`src/rtl/graphics_pkg.sv`:
```
// rtl/graphics_pkg.sv - shared graphics types: setup status codes, Q16.16 constant, setup record
package graphics_pkg;

    localparam int GFX_COORD_WIDTH = 32;
    localparam logic signed [GFX_COORD_WIDTH-1:0] ONE = 32'sh0001_0000;

    typedef enum logic [1:0] {
        EMITTED    = 2'b00,
        DEGENERATE = 2'b01,
        BACKFACE   = 2'b10,
        OFFSCREEN  = 2'b11
    } tri_status_t;

    // Record layout seen by the rasterizer at the default coordinate width
    typedef struct packed {
        logic [2:0][GFX_COORD_WIDTH-1:0]       edge_a;
        logic [2:0][GFX_COORD_WIDTH-1:0]       edge_b;
        logic [2:0][GFX_COORD_WIDTH+1:0]       edge_c;
        logic signed [GFX_COORD_WIDTH+1:0]     area2;
        logic [GFX_COORD_WIDTH/2-1:0]          bbox_min_x;
        logic [GFX_COORD_WIDTH/2-1:0]          bbox_max_x;
        logic [GFX_COORD_WIDTH/2-1:0]          bbox_min_y;
        logic [GFX_COORD_WIDTH/2-1:0]          bbox_max_y;
        logic [2:0][GFX_COORD_WIDTH-1:0]       vert_z;
    } setup_rec_t;

endpackage

```
`src/rtl/tri_edge_coeff.sv`:
```
// rtl/tri_edge_coeff.sv - combinational edge-function coefficients A, B, C for edge va->vb
module tri_edge_coeff
#(
    parameter int COORD_WIDTH = 32
)
(
    input  logic signed [COORD_WIDTH/2-1:0] xa,
    input  logic signed [COORD_WIDTH/2-1:0] ya,
    input  logic signed [COORD_WIDTH/2-1:0] xb,
    input  logic signed [COORD_WIDTH/2-1:0] yb,
    output logic signed [COORD_WIDTH-1:0]   a,
    output logic signed [COORD_WIDTH-1:0]   b,
    output logic signed [COORD_WIDTH+1:0]   c
);

    logic signed [COORD_WIDTH+1:0] xa_w, ya_w, xb_w, yb_w;

    assign xa_w = (COORD_WIDTH+2)'(xa);
    assign ya_w = (COORD_WIDTH+2)'(ya);
    assign xb_w = (COORD_WIDTH+2)'(xb);
    assign yb_w = (COORD_WIDTH+2)'(yb);

    assign a = COORD_WIDTH'(ya) - COORD_WIDTH'(yb);
    assign b = COORD_WIDTH'(xb) - COORD_WIDTH'(xa);
    assign c = xa_w * yb_w - xb_w * ya_w;

endmodule

```
`src/rtl/triangle_setup.sv`:
```
// rtl/triangle_setup.sv - triangle setup: edge coefficients, area, bbox, culling
// TRIANGLE_SETUP_BACKFACE_CULL_EN: cull negative-area triangles instead of flipping them.
module triangle_setup
    import graphics_pkg::*;
#(
    parameter int COORD_WIDTH = 32,
    parameter int FB_WIDTH    = 320,
    parameter int FB_HEIGHT   = 180
)
(
    input  logic                             clk_in,
    input  logic                             rst_in,
    input  logic                             tri_valid,
    output logic                             tri_ready,
    input  logic [2:0][2:0][COORD_WIDTH-1:0] tri_verts,
    output logic                             out_valid,
    input  logic                             out_ready,
    output logic [2:0][COORD_WIDTH-1:0]      edge_a,
    output logic [2:0][COORD_WIDTH-1:0]      edge_b,
    output logic [2:0][COORD_WIDTH+1:0]      edge_c,
    output logic signed [COORD_WIDTH+1:0]    area2,
    output logic [COORD_WIDTH/2-1:0]         bbox_min_x,
    output logic [COORD_WIDTH/2-1:0]         bbox_max_x,
    output logic [COORD_WIDTH/2-1:0]         bbox_min_y,
    output logic [COORD_WIDTH/2-1:0]         bbox_max_y,
    output logic [2:0][COORD_WIDTH-1:0]      vert_z,
    output logic                             busy,
    output logic                             done,
    output logic [1:0]                       status
);

    localparam int H = COORD_WIDTH / 2;
    localparam logic signed [H-1:0] X_LAST = H'(FB_WIDTH - 1);
    localparam logic signed [H-1:0] Y_LAST = H'(FB_HEIGHT - 1);

    typedef enum logic [2:0] {
        S_IDLE, S_EDGE0, S_EDGE1, S_EDGE2, S_AREA, S_DECIDE, S_OUTPUT
    } state_t;

    state_t state;

    logic [2:0][H-1:0] vx, vy;
    logic [1:0] ia, ib;
    logic signed [COORD_WIDTH-1:0] coef_a, coef_b;
    logic signed [COORD_WIDTH+1:0] coef_c;
    logic signed [H-1:0] min_x, max_x, min_y, max_y;
    logic offscreen, cull;
    tri_status_t cull_status;

    // Only the integer part of x/y feeds setup; fractions are deliberately dropped
    logic unused_frac;
    always_comb begin
        unused_frac = 1'b0;
        for (int i = 0; i < 3; i++)
            unused_frac = unused_frac ^ (^tri_verts[i][0][H-1:0]) ^ (^tri_verts[i][1][H-1:0]);
    end

    always_comb begin
        case (state)
            S_EDGE1: begin ia = 2'd1; ib = 2'd2; end
            S_EDGE2: begin ia = 2'd2; ib = 2'd0; end
            default: begin ia = 2'd0; ib = 2'd1; end
        endcase
    end

    tri_edge_coeff #(.COORD_WIDTH(COORD_WIDTH)) u_edge_coeff (
        .xa (vx[ia]),
        .ya (vy[ia]),
        .xb (vx[ib]),
        .yb (vy[ib]),
        .a  (coef_a),
        .b  (coef_b),
        .c  (coef_c)
    );

    always_comb begin
        min_x = $signed(vx[0]);
        max_x = $signed(vx[0]);
        min_y = $signed(vy[0]);
        max_y = $signed(vy[0]);
        for (int i = 1; i < 3; i++) begin
            if ($signed(vx[i]) < min_x) min_x = $signed(vx[i]);
            if ($signed(vx[i]) > max_x) max_x = $signed(vx[i]);
            if ($signed(vy[i]) < min_y) min_y = $signed(vy[i]);
            if ($signed(vy[i]) > max_y) max_y = $signed(vy[i]);
        end
        offscreen = max_x[H-1] || max_y[H-1] || (min_x > X_LAST) || (min_y > Y_LAST);
    end

    always_comb begin
        cull        = 1'b1;
        cull_status = DEGENERATE;
        if (area2 == '0)
            cull_status = DEGENERATE;
`ifdef TRIANGLE_SETUP_BACKFACE_CULL_EN
        else if (area2[COORD_WIDTH+1])
            cull_status = BACKFACE;
`endif
        else if (offscreen)
            cull_status = OFFSCREEN;
        else
            cull = 1'b0;
    end

    always_ff @(posedge clk_in or posedge rst_in) begin
        if (rst_in) begin
            state      <= S_IDLE;
            tri_ready  <= 1'b1;
            out_valid  <= 1'b0;
            busy       <= 1'b0;
            done       <= 1'b0;
            status     <= EMITTED;
            vx         <= '0;
            vy         <= '0;
            vert_z     <= '0;
            edge_a     <= '0;
            edge_b     <= '0;
            edge_c     <= '0;
            area2      <= '0;
            bbox_min_x <= '0;
            bbox_max_x <= '0;
            bbox_min_y <= '0;
            bbox_max_y <= '0;
        end else begin
            done <= 1'b0;
            case (state)
                S_IDLE: begin
                    if (tri_valid) begin
                        for (int i = 0; i < 3; i++) begin
                            vx[i]     <= tri_verts[i][0][COORD_WIDTH-1:H];
                            vy[i]     <= tri_verts[i][1][COORD_WIDTH-1:H];
                            vert_z[i] <= tri_verts[i][2];
                        end
                        tri_ready <= 1'b0;
                        busy      <= 1'b1;
                        state     <= S_EDGE0;
                    end
                end
                S_EDGE0, S_EDGE1, S_EDGE2: begin
                    edge_a[ia] <= coef_a;
                    edge_b[ia] <= coef_b;
                    edge_c[ia] <= coef_c;
                    state <= (state == S_EDGE0) ? S_EDGE1 :
                             (state == S_EDGE1) ? S_EDGE2 : S_AREA;
                end
                S_AREA: begin
                    area2 <= $signed(edge_c[0]) + $signed(edge_c[1]) + $signed(edge_c[2]);
                    state <= S_DECIDE;
                end
                S_DECIDE: begin
                    if (cull) begin
                        done      <= 1'b1;
                        status    <= cull_status;
                        tri_ready <= 1'b1;
                        busy      <= 1'b0;
                        state     <= S_IDLE;
                    end else begin
`ifndef TRIANGLE_SETUP_BACKFACE_CULL_EN
                        // Clockwise input: reverse orientation so inside tests stay E >= 0
                        if (area2[COORD_WIDTH+1]) begin
                            for (int i = 0; i < 3; i++) begin
                                edge_a[i] <= -edge_a[i];
                                edge_b[i] <= -edge_b[i];
                                edge_c[i] <= -edge_c[i];
                            end
                            area2 <= -area2;
                        end
`endif
                        bbox_min_x <= min_x[H-1] ? '0 : min_x;
                        bbox_min_y <= min_y[H-1] ? '0 : min_y;
                        bbox_max_x <= (max_x > X_LAST) ? X_LAST : max_x;
                        bbox_max_y <= (max_y > Y_LAST) ? Y_LAST : max_y;
                        out_valid  <= 1'b1;
                        state      <= S_OUTPUT;
                    end
                end
                S_OUTPUT: begin
                    if (out_ready) begin
                        out_valid <= 1'b0;
                        done      <= 1'b1;
                        status    <= EMITTED;
                        tri_ready <= 1'b1;
                        busy      <= 1'b0;
                        state     <= S_IDLE;
                    end
                end
                default: state <= S_IDLE;
            endcase
        end
    end

endmodule

```
`config.mk`:
```
export PLATFORM = sky130hd
export DESIGN_NAME = triangle_setup
export DESIGN_NICKNAME = d
export VERILOG_FILES = /design/src/rtl/graphics_pkg.sv /design/src/rtl/tri_edge_coeff.sv /design/src/rtl/triangle_setup.sv
export SDC_FILE = /design/constraint.sdc
export NUM_CORES = 2
export LEC_CHECK = 0
export ABC_AREA = 1
export CORE_MARGIN = 1.5
export CORE_UTILIZATION = 25
export CTS_BUF_LIST = sky130_fd_sc_hd__clkbuf_8
export DETAILED_ROUTE_END_ITERATION = 10
export PLACE_DENSITY = 0.43
export SLEW_MARGIN = 20
export SYNTH_ARGS = -nofsm -noshare
export SYNTH_HDL_FRONTEND = slang
export SYNTH_SLANG_ARGS = --single-unit
```
`constraint.sdc`:
```
create_clock -name clk_in -period 24 [get_ports clk_in]
set_input_delay 3.6 -clock clk_in [delete_from_list [all_inputs] [get_ports clk_in]]
set_output_delay 3.6 -clock clk_in [all_outputs]
set_load 0.01 [all_outputs]
```
==> results.txt <==
vias in the first global route - 56000
post-layout util - 0.306
CP max stage cell - xor2_1
Num CTS Buffers - 132
post-synthesis cell type count - 70
ANT nets after route - 0
syn_area_per_cell - 7.48 sq um
wire per inst - 20.6 microns
Critical Path RT - 24820 ps
Post-Syn Area - 60100 sq um
Final Hold Violating Endpoints - 0
share of cells above drive strength 1 - 0.0440
share of the synthesized area in the top cell type - 0.246
worst setup path class - flop to flop
Crit path largest cell delay - 710 ps
initial antenna violation count - 19
CTS Hold Buffers Added - 0
Worst path top cell family by delay - adder cells
Tcrit/Tclk final - 0.528
drt pass-1 iters - 6
clock latency on the worst-skew pair - 960 ps
Area Growth Syn to Fin - 21.4%
final slew viol count - 0
Mapped Cells - 8035
post-DR vias/cell - 4.74
routed vias - 56400
kind of start point of the critical path - flop
die height - 493 microns
first-pass GRT wire length - 365000 microns
Synth Register Bits - 591
Initial Util - 0.252
PortBufs - 687
Critical path buffers and inverters - 9
Setup violations, final - 0
Resized Gates After CTS - 0
core area - 238000 sq um
met1 wire length - 111000 microns
measured slew at the worst slew-check pin - 1160 ps
total of max-cap violations - 0
synth top area cells - dfrtp_1, fa_1, nand2_1, inv_1, ha_1
TNS Setup - 0 ps
relative slew slack - 0.223
status - complete, no violations
ys async rst share - 1.00
CP endpoint kind - flop
sequential share of the synthesized area - 0.246
Nets - 9831
post-CTS setup buffers - 0
clock tree buffer depth - 3
DPL Wire Length - 191000 microns
Synth Flop Type - dfrtp_1
Remaining DRCs - 0
largest net degree at the start of global routing - 176
final wirelength - 245000 microns
RSZ-0062 raised after global routing - no
Tot GR Track Use - 0.198
DRT iter0 DRCs - 3864
Syn. warnings - 0
WL met2 - 112000 microns
Arr. time, crit path - 13480 ps
GPL Wtd Cong - 0.889
hold crit path type - flop to flop
Ports - 786
Hold WS - 464 ps
skew final - 66.1 ps
post-route minimum period - 12660 ps
chip width - 493 microns
Crit Path Max Fanout - 40
top sig layer - met5
fill cell count - 25800
maximum clock rate - 79.0 MHz
clk sinks - 591
DR WL met3 - 15700 microns
std cell rows - 179
number of flops mapped to enable cells by yosys - 0
full die area - 243000 sq um
CTS tree - yes
Worst-path clk slew - 60 ps
global route overflow - 0
cell taking the most area after synthesis - dfrtp_1
H-Tree Depth - 4
CTS root buffer - clkbuf_8
-- sequential cells by signal (all words and copies together), names as in the netlist --
signal and flops:
edge_c 102, edge_a 96, edge_b 96, vert_z 96, vx 48, vy 48
area2 34, bbox_max_x 16, bbox_max_y 16, bbox_min_x 15, bbox_min_y 15, state 3
status 2, busy 1, done 1, out_valid 1, tri_ready 1
-- final timing paths --
check,startpoint,end,slack (ps),depth (start not counted)
worst max-delay path,state[2],edge_c[32],11340,43
worst min-delay path,bbox_max_y[8],bbox_max_y[8],460,2
worst max register to register,state[2],edge_c[32],11340,43
worst min register to register,bbox_max_y[8],bbox_max_y[8],460,2
max in group asynchronous,rst_in,bbox_max_y[1],18450,4
min in group asynchronous,rst_in,status[0],3170,2
-- placed cells by master, fill, tap and decap left out, types with 60 or more instances in the layout --
cell,count
a21oi_1,294
buf_4,72
clkbuf_8,164
clkdlybuf4s50_1,687
dfrtp_1,590
fa_1,560
ha_1,359
inv_1,1333
nand2_1,2105
nand3_1,257
nand4_1,146
nor2_1,673
o21a_1,60
o21ai_0,556
o21ai_1,146
o22ai_1,111
xnor2_1,71
xor2_1,107
-- synth_stat cells, types with 4 or more instances --
master	count
nand2_1	2107
inv_1	1296
nor2_1	674
dfrtp_1	590
o21ai_0	561
fa_1	560
ha_1	359
a21oi_1	294
nand3_1	258
clkbuf_1	194
o21ai_1	148
nand4_1	146
o22ai_1	111
xor2_1	108
xnor2_1	72
o21a_1	60
nor3_1	59
buf_1	42
nor4_1	38
a22oi_1	36
buf_6	28
buf_2	24
buf_4	21
o21ai_2	18
or2_2	18
o211ai_1	17
o32ai_1	17
a31oi_1	16
a32o_1	14
o21bai_1	10
o31ai_1	10
a211oi_1	9
a21boi_0	9
clkinv_1	9
nand2_2	9
nor2_2	9
inv_2	8
nor3_2	8
a21o_1	7
nand3b_1	7
nor2_4	5
nand2_4	4
-- layer usage --
layer / GRT usage / vias up
met2: 0.319 / 1719
met3: 0.0400 / 315
li1: - / 26700
met5: 0 / -
met1: 0.269 / 27600
met4: 0.0543 / 16
-- per-stage QoR --
step,cell area (sq um),worst slack [ps],std cells
after global placement,70100,11480,11700
after floorplan,60100,3860,8036
after CTS,72900,11460,11900
after detailed placement,70100,11510,11700
final,73000,11340,11900
after global routing,73000,10770,11900
-- worst min-delay path: cells and delay by family (launching register included) --
family	cells	cell delay [ps]
buf+inv	1	40
flops	1	340
simple gates	1	50
-- cells by family after synthesis --
family,synth area share
simple gates,0.231
xor+xnor,0.0262
flops,0.246
compound gates,0.127
buf+inv,0.109
fa+ha+maj,0.261
other cells,0.0000624
-- area by class of cell --
class	count	area [sq um]	share of cell area
Inverter	1313	4950	0.0678
Clock inverter	68	562	0.00770
Multi-Input combinational cell	5817	38900	0.533
Antenna cell	5	12.5	0.000172
Sequential cell	591	14800	0.203
Timing Repair Buffer	765	7540	0.103
Clock buffer	164	2260	0.0309
Tap cell	3167	3960	0.0543
Power is left out: the tool's default activity adds up to more than one toggle a clock period on the data nets, which glitch-free logic cannot reach.
